--- config.mk ---
export PLATFORM = sky130hd
export DESIGN_NAME = program_counter_ras
export DESIGN_NICKNAME = d
export VERILOG_FILES = /design/src/rtl/program_counter_ras_pkg.sv /design/src/rtl/program_counter_ras_ras_stack.sv /design/src/rtl/program_counter_ras.sv
export SDC_FILE = /design/constraint.sdc
export NUM_CORES = 1
export LEC_CHECK = 0
export CORE_MARGIN = 10
export CORE_UTILIZATION = 40
export DETAILED_ROUTE_END_ITERATION = 7
export PLACE_DENSITY = 0.7
export SYNTH_ARGS = -nofsm -noshare
export SYNTH_HDL_FRONTEND = slang
export SYNTH_SLANG_ARGS = --single-unit
--- constraint.sdc ---
create_clock -name clk -period 2.95 [get_ports clk]
set_input_delay 0.59 -clock clk [delete_from_list [all_inputs] [get_ports clk]]
set_output_delay 0.59 -clock clk [all_outputs]
set_load 0.005 [all_outputs]
--- src/rtl/program_counter_ras_pkg.sv ---
// -----------------------------------------------------------------------------
// pc_pkg
// Shared definitions for the fetch program counter and its return-address
// stack: redirect-select encoding, instruction size and the default trap
// vector. No ports (package).
// -----------------------------------------------------------------------------
package pc_pkg;

   localparam int unsigned INST_BYTES          = 4;
   localparam logic [31:0] DEFAULT_TRAP_VECTOR = 32'h0000_0100;

   typedef enum logic [2:0] {
      SEQ    = 3'd0,
      BRANCH = 3'd1,
      JAL    = 3'd2,
      JALR   = 3'd3,
      TRAP   = 3'd4,
      RET    = 3'd5
   } pc_sel_t;

   // Encodings 6 and 7 are not redirects; they fold onto sequential fetch.
   function automatic pc_sel_t decode_sel(input logic [2:0] raw);
      if (raw > 3'd5) begin
         return SEQ;
      end
      return pc_sel_t'(raw);
   endfunction

endpackage : pc_pkg

--- src/rtl/program_counter_ras_ras_stack.sv ---
// -----------------------------------------------------------------------------
// ras_stack
// Circular LIFO used as a return-address stack. A push onto a full stack
// overwrites the oldest entry; a pop of an empty stack is ignored. Push and
// pop in the same cycle replace the top entry.
//
// Ports:
//   clk        in   system clock, rising edge
//   reset      in   synchronous active-low reset (pointer and count only)
//   push       in   write push_data as the new top
//   pop        in   discard the top entry
//   push_data  in   WIDTH-bit value to push
//   top        out  current top entry (valid when !empty)
//   count      out  number of live entries, saturates at DEPTH
//   empty      out  count == 0
// -----------------------------------------------------------------------------
module ras_stack #(
   parameter int unsigned DEPTH = 4,
   parameter int unsigned WIDTH = 32
) (
   input  logic                           clk,
   input  logic                           reset,
   input  logic                           push,
   input  logic                           pop,
   input  logic [WIDTH-1:0]               push_data,
   output logic [WIDTH-1:0]               top,
   output logic [$clog2(DEPTH+1)-1:0]     count,
   output logic                           empty
);

   localparam int unsigned PTR_W = $clog2(DEPTH);
   localparam int unsigned CNT_W = $clog2(DEPTH+1);
   localparam logic [CNT_W-1:0] FULL = CNT_W'(DEPTH);

   logic [WIDTH-1:0] mem_q [DEPTH];
   logic [PTR_W-1:0] ptr_q, ptr_d;      // next free slot
   logic [CNT_W-1:0] count_q, count_d;
   logic [PTR_W-1:0] top_idx;
   logic [PTR_W-1:0] wr_idx;
   logic             wr_en;
   logic             do_pop;

   // DEPTH is a power of two, so pointer arithmetic wraps for free.
   assign top_idx = ptr_q - 1'b1;
   assign do_pop  = pop && (count_q != '0);

   // NOTE: every always_comb output gets a default before any branch so no
   // path leaves it unassigned and a latch is never inferred.
   always_comb begin
      ptr_d   = ptr_q;
      count_d = count_q;
      wr_en   = 1'b0;
      wr_idx  = ptr_q;
      if (do_pop && push) begin
         // Pop then push: the top slot is simply rewritten.
         wr_en  = 1'b1;
         wr_idx = top_idx;
      end else if (do_pop) begin
         ptr_d   = ptr_q - 1'b1;
         count_d = count_q - 1'b1;
      end else if (push) begin
         wr_en  = 1'b1;
         wr_idx = ptr_q;
         ptr_d  = ptr_q + 1'b1;
         if (count_q != FULL) begin
            count_d = count_q + 1'b1;
         end
      end
   end

   // NOTE: sequential state is written with non-blocking assignments so every
   // flop samples its inputs from before the clock edge.
   always_ff @(posedge clk) begin
      if (!reset) begin
         ptr_q   <= '0;
         count_q <= '0;
      end else begin
         ptr_q   <= ptr_d;
         count_q <= count_d;
      end
   end

   // NOTE: the storage array is deliberately not reset; count gates every
   // read, so stale contents are never observed and the RAM stays reset-free.
   always_ff @(posedge clk) begin
      if (wr_en) begin
         mem_q[wr_idx] <= push_data;
      end
   end

   assign top   = mem_q[top_idx];
   assign count = count_q;
   assign empty = (count_q == '0);

endmodule : ras_stack

--- src/rtl/program_counter_ras.sv ---
// -----------------------------------------------------------------------------
// program_counter_ras
// Fetch-stage program counter. Selects the next fetch address from six
// redirect modes, traps misaligned redirect targets, buffers one redirect that
// arrives while the L1 instruction cache is stalled, and optionally predicts
// returns with a return-address stack.
//
// Build option: define PROGRAM_COUNTER_RAS_EN to build the return-address
// stack. Without it RET behaves as JALR, call_push is ignored and ras_underflow
// is tied low.
//
// Ports:
//   clk                in   system clock, rising edge
//   reset              in   synchronous active-low reset
//   L1_busy            in   instruction cache stall, PC holds while high
//   pc_select          in   0 SEQ, 1 BRANCH, 2 JAL, 3 JALR, 4 TRAP, 5 RET
//   call_push          in   with JAL/JALR/RET: push pc_plus_four_next
//   alu_result         in   branch offset or JALR target
//   jal_address        in   absolute JAL target
//   pc_next            out  current fetch PC (registered)
//   pc_plus_four_next  out  pc_next + 4, combinational, wraps
//   redirect_pending   out  a redirect is buffered awaiting !L1_busy
//   misalign_trap      out  pulse alongside a PC update caused by a misaligned target
//   ras_underflow      out  pulse after a RET executed with the stack empty
// -----------------------------------------------------------------------------
module program_counter_ras
   import pc_pkg::*;
#(
   parameter int unsigned          pc_size      = 32,
   parameter logic [pc_size-1:0]   RESET_VECTOR = '0,
   parameter logic [pc_size-1:0]   TRAP_VECTOR  = pc_size'(DEFAULT_TRAP_VECTOR),
   parameter int unsigned          RAS_DEPTH    = 4
) (
   input  logic               clk,
   input  logic               reset,
   input  logic               L1_busy,
   input  logic [2:0]         pc_select,
   input  logic               call_push,
   input  logic [pc_size-1:0] alu_result,
   input  logic [pc_size-1:0] jal_address,
   output logic [pc_size-1:0] pc_next,
   output logic [pc_size-1:0] pc_plus_four_next,
   output logic               redirect_pending,
   output logic               misalign_trap,
   output logic               ras_underflow
);

   localparam logic [pc_size-1:0] STEP      = pc_size'(INST_BYTES);
   localparam logic [pc_size-1:0] BIT0_MASK = ~pc_size'(1);

   pc_sel_t            sel;
   logic [pc_size-1:0] pc_q, pc_d;
   logic [pc_size-1:0] pend_target_q, pend_target_d;
   logic               pend_valid_q, pend_valid_d;
   logic               pend_trap_q, pend_trap_d;
   logic               pend_mis_q, pend_mis_d;
   logic               mis_q, mis_d;
   logic               unf_q, unf_d;

   logic [pc_size-1:0] raw_target;
   logic [pc_size-1:0] res_target;
   logic [pc_size-1:0] ret_target;
   logic               cur_redirect;
   logic               cur_wins;
   logic               cur_mis;
   logic               underflow_now;

   assign sel               = decode_sel(pc_select);
   assign pc_plus_four_next = pc_q + STEP;

   // A current redirect is taken (applied, or captured during a stall) unless
   // a buffered TRAP is waiting; the return stack moves only on that event,
   // so a redirect that is later replayed from the buffer never touches it
   // again.
   assign cur_redirect = (sel != SEQ);
   assign cur_wins     = cur_redirect && !(pend_valid_q && pend_trap_q);

`ifdef PROGRAM_COUNTER_RAS_EN
   logic                           ras_push;
   logic                           ras_pop;
   logic                           ras_empty;
   logic [pc_size-1:0]             ras_top;
   logic [$clog2(RAS_DEPTH+1)-1:0] unused_ras_count;

   assign ras_push = cur_wins && call_push && (sel inside {JAL, JALR, RET});
   assign ras_pop  = cur_wins && (sel == RET);

   ras_stack #(
      .DEPTH (RAS_DEPTH),
      .WIDTH (pc_size)
   ) u_ras_stack (
      .clk       (clk),
      .reset     (reset),
      .push      (ras_push),
      .pop       (ras_pop),
      .push_data (pc_plus_four_next),
      .top       (ras_top),
      .count     (unused_ras_count),
      .empty     (ras_empty)
   );

   // An empty stack falls back to the JALR-style target.
   assign ret_target    = ras_empty ? (alu_result & BIT0_MASK) : ras_top;
   assign underflow_now = ras_pop && ras_empty;
`else
   logic unused_call_push;

   assign unused_call_push = call_push;
   assign ret_target       = alu_result & BIT0_MASK;
   assign underflow_now    = 1'b0;
`endif

   always_comb begin
      raw_target = pc_plus_four_next;
      unique case (sel)
         BRANCH:  raw_target = pc_q + alu_result;
         JAL:     raw_target = jal_address;
         JALR:    raw_target = alu_result & BIT0_MASK;
         TRAP:    raw_target = TRAP_VECTOR;
         RET:     raw_target = ret_target;
         default: raw_target = pc_plus_four_next;
      endcase
   end

   assign cur_mis    = cur_redirect && (raw_target[1:0] != 2'b00);
   assign res_target = cur_mis ? TRAP_VECTOR : raw_target;

   always_comb begin
      pc_d          = pc_q;
      pend_valid_d  = pend_valid_q;
      pend_target_d = pend_target_q;
      pend_trap_d   = pend_trap_q;
      pend_mis_d    = pend_mis_q;
      mis_d         = 1'b0;
      unf_d         = underflow_now;
      if (L1_busy) begin
         // Stalled: only capture; the youngest redirect overwrites the buffer.
         if (cur_wins) begin
            pend_valid_d  = 1'b1;
            pend_target_d = res_target;
            pend_trap_d   = (sel == TRAP);
            pend_mis_d    = cur_mis;
         end
      end else begin
         // Whatever happens, the buffer is consumed or superseded this cycle.
         pend_valid_d = 1'b0;
         pend_trap_d  = 1'b0;
         pend_mis_d   = 1'b0;
         if (cur_wins) begin
            pc_d  = res_target;
            mis_d = cur_mis;
         end else if (pend_valid_q) begin
            pc_d  = pend_target_q;
            mis_d = pend_mis_q;
         end else begin
            pc_d = pc_plus_four_next;
         end
      end
   end

   always_ff @(posedge clk) begin
      if (!reset) begin
         pc_q          <= RESET_VECTOR;
         pend_valid_q  <= 1'b0;
         pend_target_q <= '0;
         pend_trap_q   <= 1'b0;
         pend_mis_q    <= 1'b0;
         mis_q         <= 1'b0;
         unf_q         <= 1'b0;
      end else begin
         pc_q          <= pc_d;
         pend_valid_q  <= pend_valid_d;
         pend_target_q <= pend_target_d;
         pend_trap_q   <= pend_trap_d;
         pend_mis_q    <= pend_mis_d;
         mis_q         <= mis_d;
         unf_q         <= unf_d;
      end
   end

   assign pc_next          = pc_q;
   assign redirect_pending = pend_valid_q;
   assign misalign_trap    = mis_q;
   assign ras_underflow    = unf_q;

endmodule : program_counter_ras

==> summary.md <==
| Metric | Value |
|---|---|
| HP Class | `reg -> reg` |
| MaxCap Viol Count | `0` |
| Fillers | `1427` |
| Global-route wire length before repair | `roughly 44000 µm` |
| Synth async-reset ratio | `0%` |
| Die W | `146 µm` |
| Min Tclk post-route | `around 2.9 ns` |
| Clock root buffer | `clkbuf_16` |
| Vias in the first global route | `8068` |
| Clock latency on the worst-skew pair | `about 0.35 ns` |
| Maximum clock insertion buffer count | `2` |
| Critical path launch point type | `register` |
| CP Cell Sequence | `and4_4, nand4_2, or2_4, buf_4, xnor2_2, clkdlybuf4s50_1` |
| Max-slew violation total from the final report | `0` |
| Synthesis-stage register bit count | `68` |
| XOR/XNOR share of the synthesized area | `7.24%` |
| PwrDens | `between 300 and 400 nW/µm²` |
| CTS Sinks | `between 60 and 70` |
| Worst EP required | `2.36 ns` |
| Area added between synthesis and finish | `56.6%` |
| Overall routed net length | `28400 µm` |
| Die area | `21400 µm²` |
| Post-synthesis adder-cell area fraction | `6.57%` |
| Synthesized cell area | `6400 µm²` |
| I/O Buffers | `around 140` |
| Hold depth | `2` |
| Pre-CTS worst setup slack | `-0.632 ns` |
| Worst path slowest cell | `clkdlybuf4s50_1` |
| Synth cell types | `87` |
| Unrepaired setup endpoints after global routing | `true` |
| Largest fanout on the critical path | `4` |
| DRC | `0` |
| IR drop worst, VDD | `0.269 mV` |
| WS Path Type | `reg -> out` |
| Fin cells | `between 1k and 1.5k` |
| CP peak stage delay | `roughly 0.54 ns` |
| Routed Antenna Nets | `0` |
| Final setup viols | `0` |
| Via density | `5.86` |
| Rel. slew slack | `just under 60%` |
| Sequential area share after synthesis | `between 20% and 30%` |
| Complex-gate fraction of the synthesized area | `35.7%` |
| Setup ws final | `0.0340 ns` |
| Crit path DAT | `2.33 ns` |
| Die H | `about 150 µm` |
| Worst reg2reg path depth | `17` |
| Multiplexer area fraction after synthesis | `less than 1%` |
| Fmax | `roughly 0.34 GHz` |
| DRT Pass-1 Iters | `8` |
| Final hold vios | `0` |
| Ports | `138` |
| Worst-Margin Slew | `~0.62 ns` |
| CTS H-tree lvls | `3` |
| Row cnt | `46` |
| Gr ovfl total | `0` |
| Largest net degree at the start of global routing | `40` |
| Core ar. | `~16000 µm²` |
| Status | `finished, final reports clean` |
| Static leakage power | `between 4 and 5 nW` |
| Initial antenna violation count | `0` |
| Total GRT Usage | `25.3%` |
| Wire per inst | `~20 µm` |
| CTS Buf Count | `9` |
| Number of synthesized flops with an enable pin | `0` |
| Post-synthesis cell count | `between 800 and 900` |
| Diode count | `0` |
| Primary FF master, synth | `dfxtp_1` |
| CTS tree | `done` |
| Nets | `1268` |
| CTS Hold Bufs | `0` |
| Period Utilization, post-route | `a little over nine tenths` |
| Post-Synth Simple-Gate Area | `a little over a fifth` |
| Layout cells sized above 1 | `27.3%` |
| Detailed placement HPWL | `22200 µm` |
| Critical Path End Type | `output pin` |
| First DRT Iteration DRCs | `719` |
| Design Power | `3.84 mW` |
| Post-placement cell count | `1344` |
| DR vias | `8114` |
| Avg Inst Size Synth | `7.28 µm²` |
| Post-Syn Nets | `~980` |
| Reg clk slew, reported paths | `around 0.060 ns` |
| Largest family of logic cells by synthesized area | `compound AO/OA/AOI/OAI gates` |
| Starting Density | `40.6%` |
| Ys Warns | `0` |
| Fin Clk Skew | `0.00498 ns` |
| Gpl congestion | `1.00` |
-- synth_stat cells, drive strengths merged (3+ instances only) --
| master | n | area share, % |
|---|---|---|
| a211o | 4 | 0.55 |
| a211oi | 14 | 1.8 |
| o21ai | 84 | 6.7 |
| a221o | 4 | 0.63 |
| ha | 32 | 6.3 |
| nor2b | 5 | 0.49 |
| inv | 19 | 1.1 |
| buf | 30 | 3.2 |
| a31oi | 12 | 1.2 |
| a22oi | 6 | 0.70 |
| clkbuf | 34 | 2.0 |
| dfxtp | 68 | 21 |
| nand2 | 105 | 6.2 |
| or3 | 4 | 0.39 |
| and3 | 9 | 0.88 |
| nand2b | 20 | 2.0 |
| o21a | 6 | 0.70 |
| a21boi | 4 | 0.47 |
| o221ai | 5 | 0.68 |
| nand4 | 15 | 1.6 |
| nand3 | 34 | 2.7 |
| o211ai | 18 | 2.2 |
| a32oi | 4 | 0.67 |
| xor2 | 16 | 2.3 |
| nor2 | 72 | 4.3 |
| a21oi | 91 | 7.2 |
| a22o | 3 | 0.41 |
| and4 | 3 | 0.45 |
| a221oi | 21 | 2.9 |
| a21o | 18 | 2.2 |
| o211a | 3 | 0.47 |
| nor3 | 5 | 0.39 |
| and2 | 10 | 0.98 |
| o31ai | 7 | 0.90 |
| o31a | 3 | 0.41 |
| or2 | 7 | 0.68 |
| a311oi | 7 | 1.3 |
| o21bai | 3 | 0.41 |
| xnor2 | 36 | 4.9 |
| mux2i | 3 | 0.47 |
-- report_power, final --
part / switching [mW] / internal [mW] / leakage, nW
Sequential: 0.0824 / 0.981 / 0.562
Combinational: 0.806 / 0.791 / 3.59
Clock: 0.422 / 0.761 / 0.151
Total: 1.31 / 2.53 / 4.30
-- metal layers --
metal	vias to the layer above	global-route usage, %	routed length, µm
met4	0	14.4	1810
li1	3829	-	-
met1	3807	28.3	11200
met5	-	0	0
met2	382	42.8	13300
met3	96	6.40	2160
-- registers in the layout, summed over array words and instances, names as in the netlist --
name	cells
pc_next	32
pend_target_q	32
misalign_trap	1
pend_mis_q	1
pend_trap_q	1
redirect_pending	1
-- path summary, 6_finish.rpt --
path	slack (ns)	endpoint	start
setup reg to reg	0.19	pc_next[4]	pc_next[0]
setup / recovery	0.03	pc_plus_four_next[17]	pc_next[9]
hold / removal	0.45	pend_target_q[31]	pend_target_q[31]
hold reg to reg	0.45	pend_target_q[31]	pend_target_q[31]
-- layout by cell type (no fill, tap or decap), types with 10 or more instances in the layout --
cell / Yosys / layout
nor2_1: 71 / 68
nand4_1: 14 / 14
clkdlybuf4s50_1: 0 / 105
xnor2_1: 36 / 27
dlygate4sd2_1: 0 / 17
a31oi_1: 12 / 10
o21ai_1: 7 / 10
nand2b_1: 20 / 19
dfxtp_1: 68 / 59
inv_1: 19 / 18
a21oi_1: 90 / 84
a21o_1: 17 / 17
buf_4: 9 / 200
o211ai_1: 17 / 17
o21ai_0: 76 / 72
xor2_1: 15 / 15
nand2_1: 105 / 105
nand3_1: 34 / 32
a221oi_1: 21 / 20
ha_1: 32 / 20
-- worst max-delay path, delay by kind of cell (launching register included) --
family | cells | cell delay [ns]
and+or+nand+nor | 3 | 0.71
buffers and inverters | 2 | 0.70
DFF | 1 | 0.41
xor gates and xnor gates | 1 | 0.18
-- through the flow --
step | area [µm²] | setup TNS (ns) | hold slack [ns] | util [%]
6_report | 10000 | 0 | 0.451 | 63.5
3_3_place_gp | 9070 | -19.17 | 0.435 | 57.5
3_5_place_dp | 9070 | -21.72 | 0.442 | 57.5
4_1_cts | 9680 | -0.106 | 0.451 | 61.4
2_1_floorplan | 6400 | 0 | 0.420 | -
5_1_grt | 10000 | -0.139 | 0.472 | 63.5
-- cell families (layout without fill, tap and decap cells) --
family,count (synthesis),after routing
compound gates,338,338
simple gates,296,296
buf+inv,86,377
flops,68,68
xor+xnor,52,52
fa+ha+maj,33,33
mux,4,4
other cells,1,1
-- layout make-up --
type | instances | area (µm²) | share of cell area [%]
inverter | 20 | 75.1 | 0.750
timing repair buffer | 341 | 2930 | 29.2
clock buffer | 10 | 239 | 2.39
clock inverter | 6 | 87.6 | 0.874
tap | 216 | 270 | 2.70
sequential | 68 | 1380 | 13.8
multi-input combinational | 724 | 5030 | 50.2
-- timing repair --
action / CTS / global route
pin swaps: 31 / 53
gates resized for setup: 68 / 55
buffers inserted: 14 / 11
setup endpoints to repair: 50 / 40
Power figures use the tool's default switching activity.
